===== src/rtl/pattern_rx.sv =====
// ---------------------------------------------------------------------------
// pattern_rx
//
// Serial sync-word receiver. Bits arrive MSB first on D, one per rising CLK
// with EN high. In HUNT the receiver checks every new 16-bit window against
// the reference word N. Once the window matches it enters LOCK and from then
// on checks only at 16-bit word boundaries. MAXERR consecutive bad words
// return the receiver to HUNT.
//
// Optional feature (compile-time macro):
//   PATTERN_RX_ERRCNT_EN  - when defined, ERRCNT is a saturating count of ERR
//                           pulses. Otherwise ERRCNT is tied to 8'h00 and no
//                           counter logic is built.
//
// Parameters:
//   N       - 16-bit reference/sync word, sent MSB first
//   MAXERR  - consecutive mismatched words (1..15) that drop lock
//
// Ports:
//   CLK      in   1   clock, rising edge
//   n_RESET  in   1   asynchronous active-low reset
//   D        in   1   serial data bit
//   EN       in   1   bit strobe; D is sampled only when EN=1
//   Q        out  16  last complete word accepted at a word boundary
//   LOCKED   out  1   high while in LOCK
//   MATCH    out  1   one-cycle pulse: completed word equalled N
//   ERR      out  1   one-cycle pulse: word completed in LOCK and differed from N
//   ERRCNT   out  8   saturating ERR count (0 when the feature is disabled)
// ---------------------------------------------------------------------------
module pattern_rx #(
  parameter logic [15:0] N      = 16'b1010110011100001,
  parameter int          MAXERR = 3
) (
  input  logic        CLK,
  input  logic        n_RESET,
  input  logic        D,
  input  logic        EN,
  output logic [15:0] Q,
  output logic        LOCKED,
  output logic        MATCH,
  output logic        ERR,
  output logic [7:0]  ERRCNT
);

  localparam logic [0:0] HUNT = 1'b0;
  localparam logic [0:0] LOCK = 1'b1;

  localparam logic [3:0] MAXERR_L = 4'(MAXERR);

  logic [0:0]  state;
  logic [15:0] sr;
  logic [4:0]  fill;
  logic [3:0]  bitcnt;
  logic [3:0]  miscnt;
  logic [15:0] q;
  logic        match;
  logic        err;

  logic [15:0] newWin;
  logic        fillDone;
  logic        wordDone;
  logic        errEvent;
  logic [3:0]  miscntInc;

  // The window including the bit being sampled this edge. fillDone is true
  // when the fill counter is already full or becomes full with this bit, so
  // the very first comparison happens on the 16th bit after reset.
  always_comb begin
    newWin    = {sr[14:0], D};
    fillDone  = (fill >= 5'd15);
    wordDone  = (state == LOCK) && (bitcnt == 4'd15);
    errEvent  = EN && wordDone && (newWin != N);
    miscntInc = miscnt + 4'd1;
  end

  // Main receiver state. MATCH/ERR default low every cycle so they are
  // single-cycle pulses; everything else holds while EN is low.
  always_ff @(posedge CLK or negedge n_RESET) begin
    if (!n_RESET) begin
      state  <= HUNT;
      sr     <= 16'h0000;
      fill   <= 5'd0;
      bitcnt <= 4'd0;
      miscnt <= 4'd0;
      q      <= 16'h0000;
      match  <= 1'b0;
      err    <= 1'b0;
    end else begin
      match <= 1'b0;
      err   <= 1'b0;
      if (EN) begin
        sr <= newWin;
        if (fill != 5'd16) begin
          fill <= fill + 5'd1;
        end
        case (state)
          HUNT: begin
            if (fillDone && (newWin == N)) begin
              state  <= LOCK;
              q      <= N;
              match  <= 1'b1;
              bitcnt <= 4'd0;
              miscnt <= 4'd0;
            end
          end
          LOCK: begin
            // bitcnt wraps 15->0 on the bit that completes a word
            bitcnt <= bitcnt + 4'd1;
            if (wordDone) begin
              q <= newWin;
              if (newWin == N) begin
                match  <= 1'b1;
                miscnt <= 4'd0;
              end else begin
                err <= 1'b1;
                if (miscntInc == MAXERR_L) begin
                  state  <= HUNT;
                  miscnt <= 4'd0;
                end else begin
                  miscnt <= miscntInc;
                end
              end
            end
          end
          default: state <= HUNT;
        endcase
      end
    end
  end

`ifdef PATTERN_RX_ERRCNT_EN
  logic [7:0] errcnt;

  // Counts on the same edge that raises ERR, so ERRCNT already includes a
  // word's error during its ERR pulse. Cleared only by reset.
  always_ff @(posedge CLK or negedge n_RESET) begin
    if (!n_RESET) begin
      errcnt <= 8'h00;
    end else if (errEvent && (errcnt != 8'hFF)) begin
      errcnt <= errcnt + 8'd1;
    end
  end

  assign ERRCNT = errcnt;
`else
  assign ERRCNT = 8'h00;
`endif

  assign Q      = q;
  assign LOCKED = (state == LOCK);
  assign MATCH  = match;
  assign ERR    = err;

endmodule


===== config.mk =====
export PLATFORM = sky130hd
export DESIGN_NAME = pattern_rx
export DESIGN_NICKNAME = d
export VERILOG_FILES = /design/src/rtl/pattern_rx.sv
export SDC_FILE = /design/constraint.sdc
export NUM_CORES = 1
export LEC_CHECK = 0
export ABC_AREA = 1
export BUFFER_PORTS_ARGS = -buffer_cell sky130_fd_sc_hd__buf_2
export CORE_MARGIN = 2
export CORE_UTILIZATION = 45
export CTS_BUF_LIST = sky130_fd_sc_hd__clkbuf_4
export DETAILED_ROUTE_END_ITERATION = 6
export GPL_TIMING_DRIVEN = 0
export PLACE_DENSITY = 0.62
export SLEW_MARGIN = 25
export SYNTH_ARGS = -nofsm -noshare
export SYNTH_HDL_FRONTEND = slang
export SYNTH_SLANG_ARGS = --single-unit
export TNS_END_PERCENT = 10

===== constraint.sdc =====
create_clock -name CLK -period 2.2 [get_ports CLK]
set_input_delay 0.22 -clock CLK [delete_from_list [all_inputs] [get_ports CLK]]
set_output_delay 0.22 -clock CLK [all_outputs]
set_load 0.05 [all_outputs]

==> qor.txt, run 1 <==
Worst setup startpoint - fill[0]$_DFFE_PN0P_
Clock slew at reported path FFs - 0.14 ns
Synth area leaders - dfrtp_1, nand2_1, nand3_1, inv_1, nor2_1
Count of final setup violators - 0
TritonCTS clock tree - yes
Clk buf depth - 2
Half-perimeter wire length after detailed placement - 3.436 mm
Routability cong. - 0.7881
Detailed-router iteration count before antenna repair - 5
Worst Skew - 0.01880 ns
Clk Latency, worst-skew pair - 0.36 ns
Synth Area per Inst - 7.997 µm²
Hold path startpoint - D
Routed WL per cell - 11.54 µm
Row count - 26
Core ar. - 5107 µm²
Top-area cell type share of the netlist area - 49.19%
Synth unique cells - 26
Remaining global-route overflow - 0
IO Pins - 31
Die Y - 76.90 µm
Fin. Hold Viols - 0
R2R depth - 11
Kind of critical path - register to register
Data arrival time of the critical path - 1.99 ns
N_diodes - 0
Vias - 1861
Layout cells sized above 1 - 16.67%
Reg2reg start - fill[0]$_DFFE_PN0P_
Worst Hold Path Cells - 3
Hold_buf cts - 1
Critical-path top delay cell - dfrtp_1
Crit-path max cell delay - 0.42 ns
RSZ-0062 raised after global routing - false
Initial core utilization - 46.82%
Resized cells post-CTS - 0
Worst IR Drop VDD - 0.0006558 V
Yosys Warn Count - 0
Status - complete, no violations
Critical path peak fanout - 10
Final period utilization - 78.63%
Nets - 345
Post-CTS setup buffers - 0
Full die area - 5913 µm²
Leakage - 0.001458 µW
Antenna-violating nets left - 0
Startpoint types - register
Antenna violations before repair - 0
Register area share after synthesis - 49.19%
Port Buffers - 21
Largest net degree at the start of global routing - 48
Total track usage - 17.52%
TritonCTS buffer count - 5
CP endpoint kind - register
Leading area contributor after synthesis - dfrtp_1
H-tree Lvls - 2
Die width - 76.90 µm
PD cells - 696.5 nW/µm²
Area grow syn2layout - 12.87%
Worst-Margin Slew - 0.5907 ns
Slew Limit Headroom - 60.62%
Fin crit period - 1.730 ns
Hold Crit Class - input pin to register
Max Clk Rate - 578.1 MHz
Final WL - 4.685 mm
Syn Std Cell Area - 2391 µm²
Crit-path cells - ha_1 -> inv_1 -> nor3_1 -> ha_1 -> nor2_1 -> o21ai_4 -> nand3_4 -> nand2_4 -> buf_6 -> nand2_1 -> nand2_1
MaxCap Viol Count - 0
CTS sink count - 47
Root buffer cell - clkbuf_4
Overall Power - 1880 µW
Number of global-route vias before repair - 1706
Seq cells post-synth - 47
Worst EP required - 2.46 ns
DRC - 0
Mapped Cells - 299
1st-iter DRT viols - 119
DR vias/cell - 4.584
First-pass GRT wire length - 8.335 mm
Setup_tns - 0 ns
Pins Over Slew Limit - 0
[cell families after synthesis]
family	Yosys count	share of synthesized area, %
flip-flops	47	49.19
AND/OR/NAND/NOR	168	30.72
AO/OA/AOI/OAI	20	4.814
adder cells (fa/ha/maj)	6	3.140
buffers and inverters	53	10.52
XOR/XNOR	4	1.465
other	1	0.1568
[critical path: cells and delay by family, from the launching register on]
family	cells	cell delay, ns
buf+inv	2	0.20
simple gates	6	0.54
flops	1	0.42
fa+ha+maj	2	0.38
compound gates	1	0.11
[cells in the final DEF, fill, tap and decap left out]
cell type,n
nand3_4,2
nand3b_1,1
nand2_1,99
dlygate4sd3_1,1
clkinv_2,1
nor3_1,3
a21oi_1,1
nand4_1,2
buf_4,10
inv_1,30
nor2_4,1
clkbuf_4,5
o21ai_4,1
xor2_1,4
nand2_4,1
clkbuf_1,4
bufinv_16,1
o21ai_1,1
dfrtp_1,47
nand3_1,33
nor2_1,23
conb_1,8
inv_2,5
clkinv_1,1
o21ai_0,16
buf_6,2
a21oi_2,1
nand2_2,1
buf_2,23
nor2_2,2
ha_1,6
[per-stage QoR]
stage          utilization, %  setup WS, ns  instance area, µm²  instances  hold WS (ns)
6_report                52.84        0.4702                2699        406       0.08665
5_1_grt                 52.84        0.3375                2699        406        0.1007
4_1_cts                 52.84        0.4488                2699        406       0.08440
3_5_place_dp            51.15        0.4727                2613        397        0.2668
3_3_place_gp            51.10        0.5175                2610        397        0.4588
2_1_floorplan               -        0.6120                2417        306      -0.07559
[registers in the layout, summed over array words and instances, names as in the netlist]
signal,cells
bitcnt,4
fill,5
miscnt,4
ERR,1
Q,16
sr,15
LOCKED,1
MATCH,1
[power breakdown]
part,internal (µW),switching [µW],total (µW)
clock,234,272,506
sequential,952,79.6,1030
combinational,114,228,342
total,1300,580,1880
[metal layers]
metal	up-vias	wire length (µm)	GRT usage (%)
met1	850	2395	26.33
met4	0	42	4.909
met5	-	0	0
met2	23	2105	25.44
met3	5	143	3.647
li1	983	-	-
[Yosys cell counts]
master / number
inv_1: 30
nand3b_1: 1
nand4_1: 2
clkbuf_1: 4
nor2_2: 2
nand2_2: 1
buf_2: 3
o21ai_0: 16
xor2_1: 4
nor3_1: 3
nor2_1: 23
a21oi_2: 1
buf_6: 2
inv_2: 5
nand2_4: 1
nor2_4: 1
o21ai_1: 1
ha_1: 6
o21ai_4: 1
nand3_4: 2
conb_1: 1
nand2_1: 99
dfrtp_1: 47
buf_4: 9
nand3_1: 33
a21oi_1: 1
[path summary, 6_finish.rpt]
kind,endpoint,slack (ns)
worst max-delay path,Q[10]$_DFFE_PN0P_,0.47
worst min-delay path,sr[0]$_DFFE_PN0P_,0.09
worst max register to register,Q[10]$_DFFE_PN0P_,0.47
worst min register to register,fill[3]$_DFFE_PN0P_,0.48
max in group asynchronous,bitcnt[1]$_DFFE_PN0P_,1.40
min in group asynchronous,sr[2]$_DFFE_PN0P_,0.39
[layout make-up]
class	count	area [µm²]
inverter	35	131.4
multi-input combinational	206	989.7
clock buffer	5	37.54
fill	526	2409
clock inverter	3	38.79
sequential	47	1176
timing repair buffer	22	117.6
tap	70	87.58
buffer	18	120.1
No activity file was read; power rests on OpenSTA's default activity.
==> run 2: changes to the inputs <==
--- a/config.mk
+++ b/config.mk
@@ -5,14 +5,14 @@
 export SDC_FILE = /design/constraint.sdc
 export NUM_CORES = 1
 export LEC_CHECK = 0
-export ABC_AREA = 1
+export ABC_AREA = 0
 export BUFFER_PORTS_ARGS = -buffer_cell sky130_fd_sc_hd__buf_2
 export CORE_MARGIN = 2
 export CORE_UTILIZATION = 45
 export CTS_BUF_LIST = sky130_fd_sc_hd__clkbuf_4
 export DETAILED_ROUTE_END_ITERATION = 6
 export GPL_TIMING_DRIVEN = 0
-export PLACE_DENSITY = 0.62
+export PLACE_DENSITY = 0.65
 export SLEW_MARGIN = 25
 export SYNTH_ARGS = -nofsm -noshare
 export SYNTH_HDL_FRONTEND = slang
==> constraint.sdc (replaced) <==
create_clock -name CLK -period 1.4 [get_ports CLK]
set_input_delay 0.14 -clock CLK [delete_from_list [all_inputs] [get_ports CLK]]
set_output_delay 0.14 -clock CLK [all_outputs]
set_load 0.05 [all_outputs]
==> run 2 against run 1 <==
Net effect:
- the run now ends with setup timing left
- clock skew decreased by 0.0076 ns
- critical endpoint is now miscnt[0]$_DFFE_PN0P_
- routed wire length decreased by 1.0%
- sequential share of layout area increased by 0.061 points
- fmax decreased by 5.3%
- largest power group unchanged
- critical path type unchanged
==> qor.txt, run 2 <==
Seq cells post-synth - 47
Nets - 266
Post-Layout Cell Count - 324
Fillers - 431
TritonCTS buffer count - 5
Leading area contributor after synthesis - dfrtp_1
Layout cells sized above 1 - 33.46%
DR vias/cell - 5.136
Vias - 1664
Count of final setup violators - 27
H-tree Lvls - 2
Clock slew at reported path FFs - 0.16 ns
Syn Std Cell Area - 2225 µm²
Total track usage - 18.29%
Synth unique cells - 41
Status - finished, violations left
Slew Limit Headroom - 60.88%
Final WL - 4.637 mm
Die width - 74.31 µm
Synth Area per Inst - 10.70 µm²
Post-DP Area - 2462 µm²
Initial core utilization - 46.79%
MaxCap Viol Count - 0
Hold Crit Class - input pin to register
Clk Latency, worst-skew pair - 0.37 ns
DRC - 0
Core ar. - 4755 µm²
RSZ-0062 raised after global routing - true
Row count - 25
Half-perimeter wire length after detailed placement - 3.058 mm
Largest net degree at the start of global routing - 48
Commonest non-fill, non-tap cell in the layout - dfrtp_1
Final Util - 56.68%
Root buffer cell - clkbuf_4
Register area share after synthesis - 52.87%
Data arrival time of the critical path - 2.12 ns
Most frequent cells in the layout - dfrtp_1, nand2_1, buf_2
Yosys Warn Count - 0
Detailed-router iteration count before antenna repair - 4
Worst IR Drop VDD - 0.0006780 V
Final hold slack - 0.04355 ns
Worst-Margin Slew - 0.5868 ns
Antenna violations before repair - 0
Startpoint types - register
Fin. Hold Viols - 0
Remaining global-route overflow - 0
1st-iter DRT viols - 152
IO Pins - 31
Most common cell in the netlist - dfrtp_1
First-pass GRT wire length - 7.603 mm
N_diodes - 0
Worst Skew - 0.01121 ns
Critical path peak fanout - 4
Final worst slack - -0.4273 ns
Post-synth ARST share - 100.0%
Kind of critical path - register to register
Area grow syn2layout - 21.15%
Mapped Cells - 208
Clk buf depth - 2
Routed WL per cell - 14.31 µm
CP endpoint kind - register
Port Buffers - 22
Routability cong. - 0.8225
Final period utilization - 130.5%
Failing checks - setup timing
Top_reg_cell synth - dfrtp_1
Max Clk Rate - 547.3 MHz
Pins Over Slew Limit - 0
CTS sink count - 47
Antenna-violating nets left - 0
Finished Cell Area - 2695 µm²
Max FFs per register - 16
Die Y - 74.31 µm
Leakage - 0.001289 µW
PD cells - 1202 nW/µm²
Number of global-route vias before repair - 1568
Fin crit period - 1.827 ns
Most frequent cells after synthesis - dfrtp_1, nand2_1, nor2_1
Synth area leaders - dfrtp_1, mux2_2, nand2_1, ha_1, nor2_1
Placed cell count - 304
TritonCTS clock tree - yes
Full die area - 5522 µm²
Top-area cell type share of the netlist area - 52.87%
Post-synth EDFFs - 0
Worst EP required - 1.69 ns
-- run 2: cell types whose count changed after synthesis, moves of 5 or more --
cell,delta
a21oi_1,+12
inv_1,-22
inv_2,-5
mux2_2,+15
nand2_1,-77
nand3_1,-29
-- run 2: layout make-up --
cell class | count | area [µm²] | area share [%]
Tap cell | 67 | 83.83 | 3.110
Inverter | 9 | 33.78 | 1.253
Sequential cell | 47 | 1176 | 43.64
Clock inverter | 3 | 27.53 | 1.021
Multi-Input combinational cell | 143 | 1027 | 38.12
Buffer | 15 | 96.34 | 3.575
Timing Repair Buffer | 35 | 212.7 | 7.892
Clock buffer | 5 | 37.54 | 1.393
-- run 2: logic make-up (layout without fill, tap and decap cells) --
kind of cell | Yosys count | after routing | synth area share, %
buffers and inverters | 25 | 67 | 5.624
muxes | 16 | 16 | 8.043
xor gates and xnor gates | 3 | 3 | 1.181
adders and majority gates | 6 | 6 | 3.374
and+or+nand+nor | 71 | 71 | 18.22
other | 1 | 8 | 0.1686
DFF | 47 | 47 | 52.87
AOI/OAI and AO/OA | 39 | 39 | 10.52
-- run 2: per-stage QoR --
stage | setup WS (ns) | TNS (ns) | total power (µW)
2_1_floorplan | -0.3904 | -6.826 | 2247
3_3_place_gp | -0.6353 | -13.22 | 2394
5_1_grt | -0.4969 | -11.36 | 3455
3_5_place_dp | -0.7539 | -14.16 | 2419
4_1_cts | -0.4174 | -8.654 | 3227
6_report | -0.4273 | -8.395 | 3239
-- run 2: critical path: stages (launching register included) --
cell     delay [ns]
dfrtp_1        0.46
inv_2          0.06
ha_1           0.20
or4b_4         0.21
o31ai_4        0.07
or4b_2         0.64
o31ai_1        0.09
-- run 2: metal layers --
metal	track usage [%]	vias up	part of all wire, %
met5	0	-	0
met4	6.349	0	0.82
met3	4.336	4	3.6
met2	28.77	41	49
met1	25.04	807	47
li1	-	812	-
-- run 2: worst paths after layout --
| path | to | slack, ns | start | cells past startpoint |
|---|---|---|---|---|
| setup / recovery | miscnt[0]$_DFFE_PN0P_ | -0.43 | miscnt[0]$_DFFE_PN0P_ | 6 |
| max in group asynchronous | Q[5]$_DFFE_PN0P_ | 0.71 | n_RESET | 2 |
| min in group asynchronous | Q[8]$_DFFE_PN0P_ | 0.28 | n_RESET | 2 |
| hold reg to reg | Q[1]$_DFFE_PN0P_ | 0.54 | Q[1]$_DFFE_PN0P_ | 2 |
| setup reg to reg | miscnt[0]$_DFFE_PN0P_ | -0.43 | miscnt[0]$_DFFE_PN0P_ | 6 |
| hold / removal | sr[0]$_DFFE_PN0P_ | 0.04 | D | 2 |
-- run 2: repair_timing --
action | CTS | global route
buffers inserted | 11 | 1
pin swaps | 10 | 2
resized for setup | 21 | 7
gates cloned | 0 | 0
endpoints found under the hold margin | 47 | 0
endpoints found under the setup margin | 28 | 31
hold buffers | 1 | 0
-- run 2: power by group --
part	switching, µW	internal (µW)
registers	240	1590
clock network	490	215
logic	314	387
